<file path="config.mk">
export PLATFORM = sky130hd
export DESIGN_NAME = fifo_read_sched
export DESIGN_NICKNAME = d
export VERILOG_FILES = /design/src/rtl/fifo_read_sched.sv
export SDC_FILE = /design/constraint.sdc
export NUM_CORES = 1
export LEC_CHECK = 0
export ABC_AREA = 1
export BUFFER_PORTS_ARGS = -buffer_cell sky130_fd_sc_hd__buf_2
export CAP_MARGIN = 20
export CORE_AREA = 5 5 84 86
export DETAILED_ROUTE_END_ITERATION = 8
export DIE_AREA = 0 0 89 91
export HOLD_SLACK_MARGIN = 0.12
export PLACE_DENSITY = 0.78
export SKIP_LAST_GASP = 1
export SYNTH_ARGS = -nofsm -noshare
export SYNTH_HDL_FRONTEND = slang
export SYNTH_SLANG_ARGS = --single-unit
export TNS_END_PERCENT = 1
</file>
<file path="constraint.sdc">
create_clock -name clk_out -period 1.92 [get_ports clk_out]
set_input_delay 0.192 -clock clk_out [delete_from_list [all_inputs] [get_ports clk_out]]
set_output_delay 0.192 -clock clk_out [all_outputs]
set_load 0.05 [all_outputs]
</file>
<file path="src/rtl/fifo_read_sched.sv">
// Read-side scheduler for the frame FIFO: pops one word, launches it to the
// serial output stage, waits for serialisation plus an idle gap, then repeats.
module fifo_read_sched #(
    parameter int FIFO_LAT = 1,
    parameter int GAP_CYC  = 2,
    parameter int TIMEOUT  = 1024,
    parameter int CNT_W    = 16
) (
    input  logic             clk_out,
    input  logic             rst,
    input  logic             ctrl_enable,
    input  logic             fifo_empty,
    output logic             fifo_r_enable,
    input  logic [7:0]       vld_ch,
    input  logic [15:0]      data_count,
    input  logic             out_busy,
    output logic             frame_start,
    output logic             frame_done,
    output logic [CNT_W-1:0] frames_sent,
    output logic [CNT_W-1:0] frames_dropped,
    output logic             timeout_err,
    input  logic             err_clr,
    output logic [2:0]       sched_state
);

    typedef enum logic [2:0] {
        S_IDLE   = 3'd0,
        S_READ   = 3'd1,
        S_WAIT   = 3'd2,
        S_LAUNCH = 3'd3,
        S_BUSY   = 3'd4,
        S_GAP    = 3'd5
    } state_t;

    localparam int              WD_W     = $clog2(TIMEOUT);
    localparam logic [WD_W-1:0] WD_LAST  = WD_W'(TIMEOUT - 1);
    localparam logic [1:0]      LAT_LOAD = 2'(FIFO_LAT - 1);
    localparam logic [7:0]      GAP_LOAD = 8'((GAP_CYC == 0) ? 0 : GAP_CYC - 1);
    localparam state_t          POST     = (GAP_CYC == 0) ? S_IDLE : S_GAP;

    state_t            state_q, state_d;
    logic [1:0]        lat_q, lat_d;
    logic [7:0]        gap_q, gap_d;
    logic [WD_W-1:0]   wd_q, wd_d;
    logic              seen_q, seen_d;
    logic [CNT_W-1:0]  sent_q, sent_d;
    logic [CNT_W-1:0]  drop_q, drop_d;
    logic              err_q, err_d;
    logic              rd_q, rd_d;
    logic              start_q, start_d;
    logic              done_q, done_d;

    always_comb begin
        state_d = state_q;
        lat_d   = lat_q;
        gap_d   = gap_q;
        wd_d    = wd_q;
        seen_d  = seen_q;
        sent_d  = sent_q;
        drop_d  = drop_q;
        err_d   = err_q;
        start_d = 1'b0;
        done_d  = 1'b0;
        if (err_clr) err_d = 1'b0;

        case (state_q)
            S_IDLE: if (ctrl_enable && !fifo_empty) state_d = S_READ;
            S_READ: begin
                state_d = S_WAIT;
                lat_d   = LAT_LOAD;
            end
            S_WAIT: begin
                // FIFO word is valid on this last WAIT edge; deciding here lets
                // frame_start be a register that is high during LAUNCH itself.
                if (lat_q == 2'd0) begin
                    state_d = S_LAUNCH;
                    start_d = (|vld_ch) && (|data_count);
                end else begin
                    lat_d = lat_q - 2'd1;
                end
            end
            S_LAUNCH: begin
                if (start_q) begin
                    sent_d  = sent_q + 1'b1;
                    seen_d  = 1'b0;
                    wd_d    = '0;
                    state_d = S_BUSY;
                end else begin
                    drop_d  = drop_q + 1'b1;
                    gap_d   = GAP_LOAD;
                    state_d = POST;
                end
            end
            S_BUSY: begin
                seen_d = seen_q | out_busy;
                // Normal completion is tested first so it wins a tie with the watchdog.
                if (!out_busy && seen_q) begin
                    done_d  = 1'b1;
                    gap_d   = GAP_LOAD;
                    state_d = POST;
                end else if (wd_q == WD_LAST) begin
                    done_d  = 1'b1;
                    err_d   = 1'b1;
                    gap_d   = GAP_LOAD;
                    state_d = POST;
                end else begin
                    wd_d = wd_q + 1'b1;
                end
            end
            S_GAP: begin
                if (gap_q == 8'd0) state_d = S_IDLE;
                else               gap_d   = gap_q - 8'd1;
            end
            default: state_d = S_IDLE;
        endcase

        rd_d = (state_d == S_READ);
    end

    always_ff @(posedge clk_out) begin
        if (rst) begin
            state_q <= S_IDLE;
            lat_q   <= '0;
            gap_q   <= '0;
            wd_q    <= '0;
            seen_q  <= 1'b0;
            sent_q  <= '0;
            drop_q  <= '0;
            err_q   <= 1'b0;
            rd_q    <= 1'b0;
            start_q <= 1'b0;
            done_q  <= 1'b0;
        end else begin
            state_q <= state_d;
            lat_q   <= lat_d;
            gap_q   <= gap_d;
            wd_q    <= wd_d;
            seen_q  <= seen_d;
            sent_q  <= sent_d;
            drop_q  <= drop_d;
            err_q   <= err_d;
            rd_q    <= rd_d;
            start_q <= start_d;
            done_q  <= done_d;
        end
    end

    assign fifo_r_enable  = rd_q;
    assign frame_start    = start_q;
    assign frame_done     = done_q;
    assign frames_sent    = sent_q;
    assign frames_dropped = drop_q;
    assign timeout_err    = err_q;
    assign sched_state    = state_q;

endmodule
</file>
Word-level counts from Yosys, hierarchy flattened:

Cells that the tools add are included.

* logic and storage cells: 82
* input port bits: 30
* register bits after elaboration: 60

* bitwise logic cells: 5
* reduce and logical (&&, ||, !) cells: 21
* equality and inequality tests: 14
* multiplexer cells: 26
* add/subtract/negate cells: 5

Operators with widths (number)
* adder 16 x 1 -> 16 bit, second input constant: 2
* two-way mux 8 bit: 4
* two-way mux 10 bit: 3
* one-hot mux 8 bit (3 select lines): 1
* one-hot mux 10 bit (2 select lines): 1
* one-hot mux 3 bit (6 select lines): 1
* OR reduction 16 bit: 1
* two-way mux 3 bit: 5
* != test 2 bit, second input constant: 6
* adder 10 x 1 -> 10 bit, second input constant: 1
* equality test 10 bit, second input constant: 1
* zero test 8 bit: 1
* two-way mux 1 bit: 8
* AND reduction 2 bit: 4
* AND reduction 4 bit: 2
* OR reduction 8 bit: 1
* subtractor 8 x 1 -> 8 bit, second input constant: 1
* equality test 3 x 1 -> 1 bit, second input constant: 2
* equality test 3 x 2 -> 1 bit, second input constant: 2
* equality test 3 bit, second input constant: 2
* inverter 1 bit: 4
* one-hot mux 2 bit (2 select lines): 1
* nonzero test 2 bit: 2
* logical AND 1 bit: 3
* 11 further kinds: 12

Logic depth before layout (Yosys ltp):

* word-level depth: 5
* gate-level depth with buffers: 10

Worst setup path after synthesis:

Ideal clock, no wire load.

* path kind: flip-flop to flip-flop
* start: reg sent_q[0], in the netlist frames_sent[0]
* end: reg sent_q[10], in the netlist frames_sent[10]
* data required time: 1.807 ns
* path buffers: 0
* stages on the path, launching flop included: 9
* data arrival time: 1.697 ns
* setup slack: 0.110 ns
* cells stage by stage: dfxtp_1 > ha_1 > nand3_1 > nor2_1 > nand2_4 > nor2_4 > nand2_2 > o21ai_1 > nor2_1

* word-level cells in the longest chain between the ends: 1

Ends and longest elaborated chain
* start: declaration: RTL line 46 `logic [CNT_W-1:0] sent_q, sent_d;`
* start signal: assignment: RTL line 139 `sent_q <= sent_d;`
* adder 16 x 1 -> 16 bit: RTL line 84 `sent_d = sent_q + 1'b1;`

Every way passes these cells.
A chain may end at the register's enable or synchronous reset.

Worst setup path in the final report:

* start: reg wd_q[1]
* end: reg gap_q[5]

* word-level cells in the longest chain between the ends: 3

Ends and longest elaborated chain
* start: declaration: RTL line 44 `logic [WD_W-1:0] wd_q, wd_d;`
* start signal: assignment: RTL line 137 `wd_q <= wd_d;`
* equality test 10 bit: RTL line 101 `end else if (wd_q == WD_LAST) begin`
* != test 3 bit (no line)
* AND reduction 4 bit (no line)
* end signal: assignment: RTL line 136 `gap_q <= gap_d;`
* end: declaration: RTL line 43 `logic [7:0] gap_q, gap_d;`

Every way passes these cells.

==> flow_summary.json <==
{
  "status": "finished, final reports clean",
  "synth_top_family_by_area": "simple AND/OR/NAND/NOR gates",
  "root_buffer": "clkbuf_8",
  "post_cts.repair.setup_buffers": 0,
  "placementRows": 29,
  "p_sw_mw": 0.6193,
  "grt_remaining_overflow": 0,
  "num-fill-cells": 601,
  "synthMuxAreaShare_pct": 0,
  "start_util_pct": 52.63,
  "p_sw_share_pct": 25.24,
  "drc": 0,
  "syn_nets": 521,
  "ant_nets": 0,
  "setup_viol": 0,
  "dp_hpwl_mm": 5.726,
  "ys_seq_elements": 60,
  "syn_area_per_cell_um2": 6.719,
  "worstMarginPinSlew_ps": 524.2,
  "relSlewSlack_pct": 65.02,
  "die_h_um": 91,
  "synth-xor-area-share_pct": 2.146,
  "cts_buffers": 9,
  "syn-cell-area_um2": 3266,
  "rrSetupSlack_ps": 260,
  "path_max_fanout": 13,
  "die_w_um": 89,
  "max_freq_mhz": 603.0,
  "final_nets": 596,
  "crit_path_start_kind": "flop",
  "pwr-share-seq_pct": 52.0,
  "grtUsageTotal_pct": 20.25,
  "synth_compound_area_share_pct": 11.38,
  "p_leak_nw": 1.692,
  "antenna_found_initial": 0,
  "ys_warn_count": 0,
  "gp_congestion": 0.8506,
  "worstPathArrival_ps": 1920,
  "clock_power_share_pct": 39.4,
  "crit_type": "flop to flop",
  "netlist_instances": 486,
  "drive_gt1_share_pct": 20.49,
  "regArea_um2": 1201,
  "final_core_util_pct": 62.17,
  "drt_wl_total_mm": 7.732,
  "setup_tns_ps": 0,
  "clock_sinks": 60,
  "final_hold_viol_count": 0,
  "ir_drop_v": 0.0004140,
  "slew_violations": 0,
  "rsz0062_at_grt": "false",
  "path_clk_slew_ps": 60,
  "port_buffers": 68,
  "skew_ps": 7.868,
  "p_per_area_nw_per_um2": 636.1,
  "core_um2": 6205,
  "diodes": 0,
  "die_area_um2": 8099,
  "worstSkewPairLatency_ps": 340,
  "synth_fa_ha_area_share_pct": 1.916,
  "cts_tree": "done",
  "wl_per_cell_um": 12.02,
  "pwr-share-comb_pct": 8.5,
  "min_path_type": "input port to flop",
  "worst_slack_ps": 261.7,
  "initialDrtViolationCount": 139,
  "maxCapViolCount": 0,
  "h-tree-depth": 3,
  "post-place-ws_ps": 271.1,
  "drtPass1Iterations": 4,
  "min_period_ps": 1658,
  "synth-simple-area-share_pct": 38.89,
  "cp-end-kind": "flop",
  "grt_pass1_vias": 3186,
  "fin_crit_sh_pct": 86.37,
  "grt_pass1_wl_mm": 13.50,
  "syn2layout_area_growth_pct": 18.12,
  "yosysSeqAreaShare_pct": 36.78,
  "multiInputGateArea_um2": 1774,
  "clock_path_buffers": 2,
  "internal_power_mw": 1.834,
  "io_pins": 69,
  "worstPathRequired_ps": 2180,
  "synth_cell_types": 34,
  "vias": 3274,
  "grt_max_degree": 33,
  "avgViaCountPerCell": 5.092
}
## metrics by stage
stage	hold WS (ps)	total power, mW	cells	cell area, µm²
after floorplan	336.2	1.440	486	3266
after global placement	444.6	1.502	625	3675
after detailed placement	456.0	1.510	625	3675
after CTS	170.8	2.473	643	3857
after global routing	194.3	2.567	643	3857
final	166.7	2.454	643	3857
## layout make-up
type | instances | area share [%]
Multi-Input combinational cell | 354 | 45.99
Sequential cell | 60 | 31.14
Timing Repair Buffer | 73 | 9.925
Inverter | 63 | 6.228
Clock buffer | 14 | 3.957
Tap cell | 77 | 2.498
Clock inverter | 2 | 0.2595
## power groups by stage
stage	clock, mW	sequential (mW)	combinational (mW)
floorplan	0	1.33	0.107
global placement	0	1.30	0.200
detailed placement	0	1.30	0.207
CTS	0.986	1.28	0.211
global route	1.05	1.28	0.237
finish	0.968	1.28	0.210
## registers in the layout, indices dropped and copies added, names as in the netlist
signal	cells
frame_start	1
wd_q	10
frames_sent	16
frame_done	1
gap_q	8
sched_state	3
lat_q	2
frames_dropped	16
timeout_err	1
fifo_r_enable	1
seen_q	1
## cell usage after synthesis
cell type  instances  area, µm²
nand4_1           11      68.82
xor2_1             3      26.28
and3_1             1      6.260
buf_6              2      22.52
nand3_1           31      155.2
nand2_2            4      25.02
a31oi_1            2      12.51
nand2_4            5      56.30
nor2_1            61      229.0
nand3_2            2      20.02
inv_1             57      214.0
nand3b_1           1      7.510
ha_1               5      62.56
o22ai_1            1      6.260
nor2_4             6      67.56
clkbuf_1           6      22.52
nand3_4            1      17.52
nand2_1          120      450.4
nor3_1             9      45.04
inv_4              1      6.260
o21ai_1            6      30.03
o21ai_0           13      65.06
xnor2_1            5      43.79
nor2_2             9      56.30
buf_2              1      5.000
inv_2              3      11.26
nand4_4            1      21.27
o21bai_1           2      15.01
clkinv_2           1      5.000
nor4_1             7      43.79
a21oi_1           47      235.2
dfxtp_1           60       1201
clkinv_1           1      3.750
a21o_1             1      7.510
## metal layers
metal | GRT usage [%] | vias to the layer above | part of all wire [%]
met5 | 0 | - | 0
met3 | 3.077 | 13 | 3.7
met1 | 25.43 | 1485 | 46
li1 | - | 1717 | -
met4 | 9.429 | 0 | 1.8
met2 | 33.60 | 59 | 49
## worst max-delay path, cell delays in order (launching register included)
cell,delay (ps)
dfxtp_1,380
ha_1,250
nand3_1,150
nor2_2,140
nand2_2,80
nand2_4,170
nand2_2,90
nor2_4,140
nand2_1,60
a21oi_1,130
## cells by family (layout without fill, tap and decap cells)
family          Yosys count  count (layout)
xor+xnor                  8               8
compound gates           72              72
simple gates            269             269
flops                    60              60
buf+inv                  72             152
fa+ha+maj                 5               5
## final timing paths
check,startpoint,endpoint,depth (start not counted)
worst max-delay path,wd_q[1]$_SDFFE_PP0P_,gap_q[5]$_SDFFE_PP0P_,9
worst min-delay path,data_count[4],frame_start$_SDFF_PP0_,5
worst max register to register,wd_q[1]$_SDFFE_PP0P_,gap_q[5]$_SDFFE_PP0P_,9
worst min register to register,seen_q$_SDFFE_PP0P_,seen_q$_SDFFE_PP0P_,2
## cell usage in the layout (no fill, tap or decap), types with 10 or more instances in the layout
| cell | netlist | routed |
|---|---|---|
| nand2_1 | 120 | 120 |
| a21oi_1 | 47 | 47 |
| nand4_1 | 11 | 11 |
| buf_2 | 1 | 68 |
| nor2_1 | 61 | 61 |
| inv_1 | 57 | 57 |
| o21ai_0 | 13 | 13 |
| clkbuf_8 | 0 | 10 |
| nand3_1 | 31 | 31 |
| dfxtp_1 | 60 | 60 |
## timing repair
item	in CTS	in global routing
hold endpoints to repair	2	0
gates resized for setup	0	0
hold buffers	2	0
No activity file was read; power rests on OpenSTA's default activity.
